--- src/rtl/fetch_pc_ctrl.sv ---
// Fetch PC register with predict-not-taken redirect and timed IF/ID flush; FETCH_PC_CTRL_PERF_CNT_EN adds perf counters.
// Latency: redirect is combinational; redirected pc and flush appear 1 cycle after the mispredict.
// Backpressure: stall holds pc, but a redirect overrides stall and the flush window keeps counting.
module fetch_pc_ctrl #(
    parameter logic [31:0] RESET_PC     = 32'h0000_0000,
    parameter int unsigned FLUSH_CYCLES = 2
) (
    input  logic        clk,
    input  logic        rstn,
    input  logic        stall,
    input  logic        ex_valid,
    input  logic [31:0] ex_pc,
    input  logic        is_branch,
    input  logic [31:0] irreg_pc,
    output logic [31:0] pc,
    output logic        redirect,
    output logic        flush,
    output logic [31:0] branch_cnt,
    output logic [31:0] mispredict_cnt
);

    localparam logic [0:0] ST_RUN   = 1'b0;
    localparam logic [0:0] ST_FLUSH = 1'b1;
    localparam logic [2:0] FLUSH_LOAD = 3'(FLUSH_CYCLES - 1);

    logic [0:0]  state;
    logic [2:0]  flush_cnt;
    logic [31:0] ex_seq_pc;
    logic        br_resolved;
    logic        mp;

    assign ex_seq_pc = ex_pc + 32'd4;

    // Branches seen during the flush window are wrong-path and must not resolve.
    always_comb begin
        br_resolved = 1'b0;
        mp          = 1'b0;
        if (rstn && state == ST_RUN && ex_valid && is_branch) begin
            br_resolved = 1'b1;
            mp          = (irreg_pc != ex_seq_pc);
        end
    end

    assign redirect = mp;
    assign flush    = (state == ST_FLUSH);

    always_ff @(posedge clk) begin
        if (!rstn) begin
            pc        <= RESET_PC;
            state     <= ST_RUN;
            flush_cnt <= 3'd0;
        end else begin
            if (mp) begin
                pc <= {irreg_pc[31:2], 2'b00};
            end else if (!stall) begin
                pc <= pc + 32'd4;
            end

            case (state)
                ST_RUN: begin
                    if (mp) begin
                        state     <= ST_FLUSH;
                        flush_cnt <= FLUSH_LOAD;
                    end
                end
                default: begin
                    if (flush_cnt == 3'd0) begin
                        state <= ST_RUN;
                    end else begin
                        flush_cnt <= flush_cnt - 3'd1;
                    end
                end
            endcase
        end
    end

`ifdef FETCH_PC_CTRL_PERF_CNT_EN
    logic [31:0] branch_q;
    logic [31:0] mispredict_q;

    always_ff @(posedge clk) begin
        if (!rstn) begin
            branch_q     <= 32'd0;
            mispredict_q <= 32'd0;
        end else begin
            if (br_resolved && branch_q != 32'hFFFF_FFFF) begin
                branch_q <= branch_q + 32'd1;
            end
            if (mp && mispredict_q != 32'hFFFF_FFFF) begin
                mispredict_q <= mispredict_q + 32'd1;
            end
        end
    end

    assign branch_cnt     = branch_q;
    assign mispredict_cnt = mispredict_q;
`else
    logic unused_br;
    assign unused_br      = br_resolved;
    assign branch_cnt     = 32'h0;
    assign mispredict_cnt = 32'h0;
`endif

endmodule

--- config.mk ---
export PLATFORM = sky130hd
export DESIGN_NAME = fetch_pc_ctrl
export DESIGN_NICKNAME = d
export VERILOG_FILES = /design/src/rtl/fetch_pc_ctrl.sv
export SDC_FILE = /design/constraint.sdc
export NUM_CORES = 1
export LEC_CHECK = 0
export ABC_AREA = 1
export ABC_CLOCK_PERIOD_IN_PS = 2300
export CORE_AREA = 2 2 110 112
export DETAILED_ROUTE_END_ITERATION = 8
export DIE_AREA = 0 0 112 114
export GPL_TIMING_DRIVEN = 0
export HOLD_SLACK_MARGIN = 0.02
export PLACE_DENSITY = 0.73
export SLEW_MARGIN = 25
export SYNTH_ARGS = -nofsm -noshare
export SYNTH_HDL_FRONTEND = slang
export SYNTH_SLANG_ARGS = --single-unit
--- constraint.sdc ---
create_clock -name clk -period 2.3 [get_ports clk]
set_input_delay 0.46 -clock clk [delete_from_list [all_inputs] [get_ports clk]]
set_output_delay 0.46 -clock clk [all_outputs]
set_load 0.03 [all_outputs]
# == Yosys cells after proc, flatten, opt, wreduce, memory -nomap -nowiden ==
# Cells that the tools add are included.
# totals
out_inout_bits,98
reg_bits,36
wordCells,28
inputBits,69
# classes
n_eq_ne,3
n_reduce_logical,7
n_addsub,3
bitwise,2
muxes,9
# op_table
cell,n
"32-bit by 3-bit adder with 32-bit output, second input constant",2
32-bit two-way mux,2
32-bit inequality test,1
3-bit two-way mux,3
1-bit two-way mux,4
1-bit logical AND,3
3-bit zero test,1
"3-bit by 1-bit subtractor with 3-bit output, second input constant",1
"2-bit by 1-bit inequality test with 1-bit output, second input constant",1
"2-bit inequality test, second input constant",1
1-bit inverter,2
2-bit AND reduction,1
2-bit nonzero test,1
2-bit OR reduction,1

# == Depth between registers and ports, before layout ==
# Gate-level depths: netlist of run 1.
# logic_depth
depth_word,7
depth_mapped,20
mapped_depth_nobuf,19

# == Least setup slack after synthesis of run 1 ==
# No wires, ideal clock.
# synth_timing
path_type,input to output
from,input port ex_pc[2]
to,output port redirect
t_arrival_ps,2128
t_required_ps,1840
slack_ps,-288
path_stages,13
n_path_buf,2
cell_sequence,ha_1 -> nand2_1 -> nor2_4 -> nand2_2 -> nor2_2 -> nand4_1 -> xnor3_1 -> nor2_1 -> nand3_1 -> nand2_2 -> buf_6 -> buf_6 -> inv_1
# synth_via
elab_chain_len,3
# synth_rtl
element,line,text
from (decl),12,"input logic [31:0] ex_pc,"
32-bit by 3-bit adder with 32-bit output,32,assign ex_seq_pc = ex_pc + 32'd4;
32-bit inequality test,40,mp = (irreg_pc != ex_seq_pc);
1-bit two-way mux,38,if (rstn && state == ST_RUN && ex_valid && is_branch) begin
to (decl),16,"output logic redirect,"
# No other way between the ends.

# == Worst setup path after layout of run 1 ==
# layout_timing
from,input port irreg_pc[29]
to,output port redirect
# layout_via
elab_chain_len,2
# layout_rtl
element,line,text
from (decl),14,"input logic [31:0] irreg_pc,"
32-bit inequality test,40,
1-bit two-way mux,38,
# No other way between the ends.

==> results of run 1 <==
==> flip-flops by register name, indices dropped and copies added, names as in the netlist <==
| register | flops |
|---|---|
| flush | 1 |
| pc | 30 |
| flush_cnt | 3 |
==> cells by family (layout without fill, tap and decap cells) <==
logic type / Yosys count / count (layout) / synth area share (%)
buf+inv: 158 / 288 / 20.32
fa+ha+maj: 4 / 4 / 1.151
simple gates: 453 / 453 / 47.70
compound gates: 52 / 52 / 6.793
xor+xnor: 38 / 38 / 8.290
other cells: 1 / 66 / 0.08627
flops: 34 / 34 / 15.66
==> layout by cell type (no fill, tap or decap), drive strengths merged, types with 15 or more instances in the layout <==
cell and n:
clkdlybuf4s50 51, a21oi 34, xor2 25, conb 66, clkbuf 33, nand2 221
o21ai 16, nand3b 20, dlygate4sd2 22, nor3 15, buf 106, nor2 99
dfxtp 34, inv 71, nand3 72
==> repair_timing <==
action,in CTS,in global routing
endpoints found under the setup margin,35,35
gates resized for setup,126,87
setup buffers,7,14
pin swaps,34,32
gates cloned,0,2
hold buffers,0,0
==> power by group through the flow <==
stage	Sequential (mW)	Combinational, mW	Clock (mW)
floorplan	0.723	0.533	0
global placement	0.674	0.862	0
detailed placement	0.675	0.869	0
CTS	0.663	0.876	0.690
global route	0.670	1.01	0.713
finish	0.665	0.932	0.683
==> through the flow <==
step | power [mW] | util [%] | TNS (ps) | cell area (um2) | hold WS (ps)
floorplan | 1.255 | - | -183.2 | 4624 | 456.6
finish | 2.280 | 54.56 | -5912 | 6390 | 480.4
CTS | 2.229 | 52.10 | -3600 | 6102 | 479.8
global route | 2.390 | 54.56 | -11570 | 6390 | 503.2
global placement | 1.536 | 49.52 | -29200 | 5799 | 465.7
detailed placement | 1.544 | 49.52 | -30440 | 5799 | 472.0
==> worst max-delay path, stage by stage <==
cell and delay (ps):
clkdlybuf4s50_1 500, xor2_1 260, nand4_1 130, nand2_1 70
nand4_1 110, nor2_2 140, nand3_2 110, nand2_2 100
buf_8 110, buf_8 90, clkinvlp_4 60, buf_6 130
==> layer usage <==
| metal | global-route usage, % | up-vias | share of wire, % |
|---|---|---|---|
| met3 | 2.232 | 22 | 6.0 |
| met5 | 0 | - | 0 |
| li1 | - | 2606 | - |
| met4 | 5.610 | 0 | 2.1 |
| met1 | 24.78 | 2201 | 43 |
| met2 | 34.59 | 195 | 49 |
==> final timing paths <==
path | start | endpoint | slack [ps] | cells after the start
max | irreg_pc[29] | redirect | -440 | 12
min reg2reg | flush_cnt[2] | flush_cnt[2] | 480 | 2
max reg2reg | pc[4] | pc[31] | -90 | 13
min | flush_cnt[2] | flush_cnt[2] | 480 | 2
==> cell type report <==
cell class | instances | area (um2) | share of cell area (%)
tap | 147 | 183.9 | 2.878
buffer | 86 | 654.4 | 10.24
clock buffer | 7 | 142.6 | 2.232
timing repair buffer | 122 | 1130 | 17.68
multi-input combinational | 613 | 3319 | 51.95
sequential | 34 | 680.7 | 10.65
clock inverter | 1 | 5.005 | 0.07832
inverter | 72 | 274.0 | 4.288
==> impl_metrics.env, run 1 <==
export IMPL_ys_seq_area_share_pct=15.66
export IMPL_intPower_mw=1.434
export IMPL_violations="setup timing"
export IMPL_io_buffer_count=99
export IMPL_drtIter0Drc=229
export IMPL_critPathArrivalTime_ps=2280
export IMPL_skew_ps=7.801
export IMPL_remaining_drc_errors=0
export IMPL_yosys_area_top_type="nand2_1"
export IMPL_tightest_slew_ps=746.5
export IMPL_swShare_pct=37.12
export IMPL_syn_inst=740
export IMPL_grt_pass1_wl_mm=20.43
export IMPL_leakagePower_nw=2.968
export IMPL_ys_warn_count=0
export IMPL_wl_per_cell_um=12.46
export IMPL_p_clk_share_pct=29.9
export IMPL_cp_max_fo=2
export IMPL_drive_gt1_share_pct=24.28
export IMPL_dpl_worst_slack_ps=-1655
export IMPL_syn_to_final_growth_pct=47.01
export IMPL_core_area_um2=11710
export IMPL_timing_fmax_mhz=364.6
export IMPL_max_cap_violations=0
export IMPL_cts_buffers=5
export IMPL_cts_max_level=2
export IMPL_place_congestion=0.9178
export IMPL_hpwl_mm=10.42
export IMPL_final_fill_count=1180
export IMPL_clkLatencyLatePin_ps=290
export IMPL_grt_max_degree=11
export IMPL_num_antenna_cells=0
export IMPL_finalNonFillerCells=1082
export IMPL_criticalPathCategory="in -> out"
export IMPL_netlist_top_cells_area="nand2_1 18%, dfxtp_1 16%, buf_4 11%"
export IMPL_cts_buffer_depth=2
export IMPL_cp_end_kind="output port"
export IMPL_first_pass_iters=5
export IMPL_netlist_top_cells_count="214 x nand2_1, 89 x nor2_1, 70 x inv_1"
export IMPL_root_buffer="clkbuf_16"
export IMPL_ant_nets=0
export IMPL_die_area_um2=12770
export IMPL_p_seq_share_pct=29.2
export IMPL_synth_seq_cells=34
export IMPL_cts_tree="yes"
export IMPL_status="finished with violations"
export IMPL_switchingPower_mw=0.8464
export IMPL_fin_crit_sh_pct=119.3
export IMPL_powerDensity_nw_per_um2=356.8
export IMPL_avgSynthCellArea_um2=5.874
export IMPL_crit_required_ps=1840
export IMPL_yosysMostFrequentCell="nand2_1"
export IMPL_antenna_found_initial=0
export IMPL_rsz0062_at_grt="true"
export IMPL_netlist_area_leader_share_pct=18.48
export IMPL_clk_pin_slew_ps=50
export IMPL_drt_total_wl_mm=13.48
export IMPL_slew_headroom_pct=50.23
export IMPL_dr_total_vias=5024
export IMPL_hold_viol_final=0
export IMPL_grt_pass1_vias=4388
export IMPL_fin_nets=1007
export IMPL_hold_path_class="reg -> reg"
export IMPL_peakVddDrop_v=0.0003029
export IMPL_io_pins=167
export IMPL_setup_violations=35
export IMPL_dp_cells=1051
export IMPL_global_route_overflow_total=0
export IMPL_synth_ff_type="dfxtp_1"
export IMPL_synth_cell_types=34
export IMPL_grtUsageTotal_pct=19.39
export IMPL_die_h_um=114
export IMPL_start_util_pct=37.12
export IMPL_synth_edf_count=0
export IMPL_cp_start_kind="input pin"
export IMPL_slew_violations=0
export IMPL_synth_async_reset_ratio_pct=0
export IMPL_num_rows=40
export IMPL_fin_crit_ps=2743
export IMPL_via_per_inst=4.643
export IMPL_p_comb_share_pct=40.9
export IMPL_cts_sinks=34
export IMPL_die_w_um=112
export IMPL_syn_cell_area_um2=4347
export IMPL_setup_slack_ps=-443.0
Note: power is estimated with default switching activity, not from simulation.
==> run 2: changes to the inputs <==
--- a/config.mk
+++ b/config.mk
@@ -8,10 +8,11 @@
 export ABC_AREA = 1
 export ABC_CLOCK_PERIOD_IN_PS = 2300
 export CORE_AREA = 2 2 110 112
+export CTS_BUF_LIST = sky130_fd_sc_hd__clkbuf_8
 export DETAILED_ROUTE_END_ITERATION = 8
 export DIE_AREA = 0 0 112 114
 export GPL_TIMING_DRIVEN = 0
-export HOLD_SLACK_MARGIN = 0.02
+export HOLD_SLACK_MARGIN = 0.12
 export PLACE_DENSITY = 0.73
 export SLEW_MARGIN = 25
 export SYNTH_ARGS = -nofsm -noshare
==> run 2 against run 1 <==
  * Setup slack gained 1.6 ps
  * Total power down 8.4%
  * The flow still finishes with violations (setup timing)
  * Sequential share of layout area is 0.15 points lower
  * Global-route usage fell by 0.19 points
  * Register-to-register slack improved by 50 ps
  * Critical path depth rose by 2
  * Utilization up 0.79 points
  * Critical endpoint unchanged
  * Design area grew 1.4%
  * Routed wire length increased by 0.22%
  * Combinational power up 2.5%
==> impl_metrics.env, run 2 (same netlist as run 1, synthesis figures left out) <==
export IMPL_die_h_um=114
export IMPL_syn_to_final_growth_pct=49.14
export IMPL_final_cell_mix="195 x nand2_1, 81 x buf_4, 68 x nor2_1, 67 x inv_1, 66 x conb_1"
export IMPL_num_rows=40
export IMPL_clkLatencyLatePin_ps=300
export IMPL_max_cap_violations=0
export IMPL_slew_violations=0
export IMPL_cp_start_kind="input pin"
export IMPL_start_util_pct=37.12
export IMPL_setup_violations=35
export IMPL_hold_path_class="reg -> reg"
export IMPL_cts_sinks=34
export IMPL_num_antenna_cells=0
export IMPL_path_cells="clkdlybuf4s50_1 -> xor2_2 -> nand3_1 -> nand2_1 -> o21ai_1 -> nor2_1 -> nand2_1 -> nor2_2 -> nand3_2 -> nand2_2 -> buf_8 -> buf_8 -> clkinvlp_4 -> buf_6"
export IMPL_global_route_overflow_total=0
export IMPL_cp_end_kind="output port"
export IMPL_hold_viol_final=0
export IMPL_peakVddDrop_v=0.0002485
export IMPL_grt_pass1_vias=4340
export IMPL_critPathMaxStageDelay_ps=540
export IMPL_worst_path_max_delay_cell="clkdlybuf4s50_1"
export IMPL_timing_fmax_mhz=364.8
export IMPL_cts_buffers=5
export IMPL_wl_per_cell_um=12.48
export IMPL_cp_max_fo=2
export IMPL_grt_max_degree=11
export IMPL_first_pass_iters=6
export IMPL_largest_reg_flops=30
export IMPL_place_area_um2=5799
export IMPL_drtIter0Drc=248
export IMPL_crit_required_ps=1840
export IMPL_setup_slack_ps=-441.4
export IMPL_rsz0062_at_grt="true"
export IMPL_cts_max_level=2
export IMPL_die_w_um=112
export IMPL_tightest_slew_ps=963.6
export IMPL_clk_pin_slew_ps=70
export IMPL_antenna_found_initial=0
export IMPL_final_fill_count=1160
export IMPL_violations="setup timing"
export IMPL_leakagePower_nw=2.980
export IMPL_slew_headroom_pct=35.76
export IMPL_drive_gt1_share_pct=25.75
export IMPL_cts_buffer_depth=2
export IMPL_via_per_inst=4.630
export IMPL_power_mw=2.089
export IMPL_fin_tns_setup_ps=-5130
export IMPL_remaining_drc_errors=0
export IMPL_powerDensity_nw_per_um2=322.2
export IMPL_criticalPathCategory="in -> out"
export IMPL_grtUsageTotal_pct=19.20
export IMPL_cts_hold_buf=0
export IMPL_fin_crit_sh_pct=119.2
export IMPL_drt_total_wl_mm=13.51
export IMPL_dpl_worst_slack_ps=-1655
export IMPL_hpwl_mm=10.42
export IMPL_status="finished with violations"
export IMPL_cts_tree="yes"
export IMPL_io_pins=167
export IMPL_ant_nets=0
export IMPL_seq_area_um2=680.7
export IMPL_critPathArrivalTime_ps=2280
export IMPL_grt_pass1_wl_mm=20.24
export IMPL_final_area_um2=6482
export IMPL_dr_total_vias=5014
export IMPL_regMostFlops="pc"
export IMPL_skew_ps=8.191
export IMPL_place_congestion=0.9178
export IMPL_core_area_um2=11710
export IMPL_multi_input_area_um2=3457
export IMPL_die_area_um2=12770
export IMPL_final_common_cell="nand2_1"
export IMPL_fin_crit_ps=2741
export IMPL_fin_nets=1008
export IMPL_io_buffer_count=99
export IMPL_root_buffer="clkbuf_8"
==> run 2: path summary, 6_finish.rpt <==
check | startpoint | to | slack [ps] | cells after the start
min reg2reg | flush_cnt[2] | flush_cnt[2] | 480 | 2
min | flush_cnt[2] | flush_cnt[2] | 480 | 2
max reg2reg | pc[2] | pc[28] | -40 | 11
max | irreg_pc[31] | redirect | -440 | 14
==> run 2: report_power, final <==
| group | internal, mW | switching [mW] | leakage, nW |
|---|---|---|---|
| Sequential | 0.620 | 0.0474 | 0.277 |
| Clock | 0.237 | 0.230 | 0.0524 |
| Combinational | 0.392 | 0.562 | 2.65 |
| Total | 1.25 | 0.840 | 2.98 |
==> run 2: per-layer routing <==
| layer | share of wire, % | up-vias | track usage [%] |
|---|---|---|---|
| met2 | 49 | 197 | 34.46 |
| met5 | 0 | - | 0 |
| li1 | - | 2613 | - |
| met4 | 2.0 | 0 | 4.553 |
| met1 | 42 | 2175 | 24.88 |
| met3 | 6.5 | 29 | 2.019 |
==> run 2: critical path, delay by kind of cell <==
family	cells	cell delay, ps
AOI/OAI and AO/OA	1	60
xor gates and xnor gates	1	180
buffers and inverters	5	930
and+or+nand+nor	7	640
==> run 2: area by class of cell <==
type / count / area share, %
well taps: 147 / 2.837
plain buffers: 86 / 10.15
inverters: 72 / 4.227
clock inverters: 2 / 0.1351
flip-flops and latches: 34 / 10.50
repair buffers: 122 / 17.54
clock buffers: 6 / 1.274
multi-input cells: 614 / 53.33
==> run 2: repair_timing <==
| action | in CTS | in global routing |
|---|---|---|
| buffers inserted | 7 | 13 |
| pin swaps | 34 | 32 |
| setup endpoints to repair | 35 | 35 |
| cloned | 0 | 4 |
| hold endpoints to repair | 0 | 0 |
| gates resized for setup | 126 | 116 |
==> run 2: through the flow <==
stage          utilization [%]  cells  hold WS [ps]
3_5_place_dp             49.52   1051         472.0
2_1_floorplan                -    805         456.6
6_report                 55.35   1083         482.5
4_1_cts                  51.62   1066         482.2
5_1_grt                  55.35   1083         506.4
3_3_place_gp             49.52   1051         465.7
==> run 3: changes to the inputs <==
--- a/config.mk
+++ b/config.mk
@@ -6,14 +6,14 @@
 export NUM_CORES = 1
 export LEC_CHECK = 0
 export ABC_AREA = 1
-export ABC_CLOCK_PERIOD_IN_PS = 2300
+export ABC_CLOCK_PERIOD_IN_PS = 3500
 export CORE_AREA = 2 2 110 112
 export CTS_BUF_LIST = sky130_fd_sc_hd__clkbuf_8
 export DETAILED_ROUTE_END_ITERATION = 8
 export DIE_AREA = 0 0 112 114
 export GPL_TIMING_DRIVEN = 0
 export HOLD_SLACK_MARGIN = 0.12
-export PLACE_DENSITY = 0.73
+export PLACE_DENSITY = 0.7
 export SLEW_MARGIN = 25
 export SYNTH_ARGS = -nofsm -noshare
 export SYNTH_HDL_FRONTEND = slang
==> constraint.sdc (replaced) <==
create_clock -name clk -period 3.5 [get_ports clk]
set_input_delay 0.7 -clock clk [delete_from_list [all_inputs] [get_ports clk]]
set_output_delay 0.7 -clock clk [all_outputs]
set_load 0.03 [all_outputs]
==> run 3 against run 2 <==
  * The run now ends clean
  * Design area down 6.6%
  * Via count shrank 2.9%
  * Count of clock-buffer cells in the layout stayed put
  * Routed wire length down 7.0%
  * Combinational power is 39% lower
  * Register-to-register slack improved by 1200 ps
  * Critical path type unchanged
  * Largest cell class unchanged
==> impl_metrics.env, run 3 (same netlist as run 1, synthesis figures left out) <==
export IMPL_grtUsageTotal_pct=18.95
export IMPL_peakVddDrop_v=0.0001419
export IMPL_antenna_found_initial=0
export IMPL_cts_tree="yes"
export IMPL_first_pass_iters=7
export IMPL_whs_ps=479.5
export IMPL_status="finished clean"
export IMPL_finalNonFillerCells=1070
export IMPL_critPathArrivalTime_ps=2640
export IMPL_grt_pass1_vias=4389
export IMPL_tightest_slew_ps=851.3
export IMPL_powerDensity_nw_per_um2=218.0
export IMPL_hpwl_mm=10.32
export IMPL_clk_pin_slew_ps=70
export IMPL_syn_to_final_growth_pct=39.32
export IMPL_cp_max_fo=5
export IMPL_crit_required_ps=2800
export IMPL_drive_gt1_share_pct=18.42
export IMPL_largest_reg_flops=30
export IMPL_num_antenna_cells=0
export IMPL_dr_total_vias=4869
export IMPL_final_common_cell="nand2_1"
export IMPL_grt_max_degree=11
export IMPL_slew_violations=0
export IMPL_max_cap_violations=0
export IMPL_die_h_um=114
export IMPL_via_per_inst=4.550
export IMPL_use_met2_pct=34.59
export IMPL_skew_ps=5.945
export IMPL_cp_start_kind="input pin"
export IMPL_wl_per_cell_um=11.75
export IMPL_cts_sinks=34
export IMPL_grtUsageMet1_pct=23.61
export IMPL_grt_pass1_wl_mm=20.02
export IMPL_fin_nets=995
export IMPL_core_area_um2=11710
export IMPL_num_rows=40
export IMPL_start_util_pct=37.12
export IMPL_die_area_um2=12770
export IMPL_ant_nets=0
export IMPL_remaining_drc_errors=0
export IMPL_timing_fmax_mhz=299.1
export IMPL_hold_path_class="reg -> reg"
export IMPL_cts_hold_buf=0
export IMPL_drt_total_wl_mm=12.57
export IMPL_slew_headroom_pct=42.72
export IMPL_die_w_um=112
export IMPL_fin_crit_sh_pct=95.52
export IMPL_place_congestion=0.8959
export IMPL_dp_cells=1051
export IMPL_criticalPathCategory="in -> out"
export IMPL_io_buffer_count=99
export IMPL_hold_viol_final=0
export IMPL_io_pins=167
export IMPL_global_route_overflow_total=0
export IMPL_final_fill_count=1240
export IMPL_root_buffer="clkbuf_8"
export IMPL_cts_max_level=2
export IMPL_final_cell_mix="203 x nand2_1, 79 x buf_4, 77 x nor2_1, 70 x inv_1"
export IMPL_cts_buffer_depth=2
export IMPL_clkLatencyLatePin_ps=290
export IMPL_gr_max_usage_layer="met2"
export IMPL_setup_violations=0
export IMPL_cp_end_kind="output port"
export IMPL_drtIter0Drc=254
export IMPL_fin_crit_ps=3343
export IMPL_grt_util_met3_pct=2.497
export IMPL_cts_buffers=5
export IMPL_regMostFlops="pc"
export IMPL_leakagePower_nw=2.861
run 3: metrics by stage:
| stage | total power [mW] | setup slack, ps | cell area (um2) | setup TNS [ps] | utilization [%] |
|---|---|---|---|---|---|
| final | 1.320 | 156.7 | 6056 | 0 | 51.71 |
| after global routing | 1.393 | -3.710 | 6056 | -3.710 | 51.71 |
| after CTS | 1.317 | 0.2929 | 6002 | 0 | 51.25 |
| after global placement | 1.007 | -989.6 | 5766 | -998.5 | 49.23 |
| after detailed placement | 1.010 | -1014 | 5766 | -1483 | 49.23 |
| after floorplan | 0.8222 | 431.7 | 4591 | 0 | - |
run 3: area by class of cell:
cell class              instances  area, um2  share of cell area (%)
plain buffers                  85      605.6                   10.00
clock buffers                   6      82.58                   1.364
clock inverters                 2      8.758                  0.1446
inverters                      72      270.3                   4.463
multi-input cells             613       3171                   52.36
flip-flops and latches         34      680.7                   11.24
well taps                     147      183.9                   3.037
repair buffers                111       1054                   17.40
run 3: routing by layer:
metal | routed length, um | share of wire [%]
met5 | 0 | 0
met4 | 180 | 1.4
met3 | 886 | 7.0
met2 | 6054 | 48
met1 | 5446 | 43
run 3: final timing paths:
check | end | slack (ps) | from | depth (start not counted)
min reg2reg | flush_cnt[1] | 480 | flush_cnt[1] | 2
min | flush_cnt[1] | 480 | flush_cnt[1] | 2
max | redirect | 160 | irreg_pc[2] | 14
max reg2reg | pc[28] | 1200 | pc[2] | 11
run 3: what timing repair did:
item | 4_1_cts | 5_1_grt
buffers inserted | 7 | 5
resized for setup | 64 | 33
pin swaps | 9 | 14
endpoints found under the setup margin | 1 | 1
run 3: where the power goes:
group          switching, mW  total [mW]  leakage (nW)  internal (mW)
combinational          0.342       0.580          2.53          0.238
sequential            0.0281       0.435         0.277          0.407
clock                  0.149       0.305        0.0524          0.156
total                  0.519        1.32          2.86          0.801
run 3: worst max-delay path: stages:
cell and delay [ps]:
clkdlybuf4s50_1 480, xnor2_1 160, nor2_1 120, nand3_1 100, nor2_2 140, nand2_1 60
nor2_1 90, nand3_1 100, nor2_2 140, nand3_2 130, nand2_2 110, buf_8 120
inv_1 40, buf_4 150
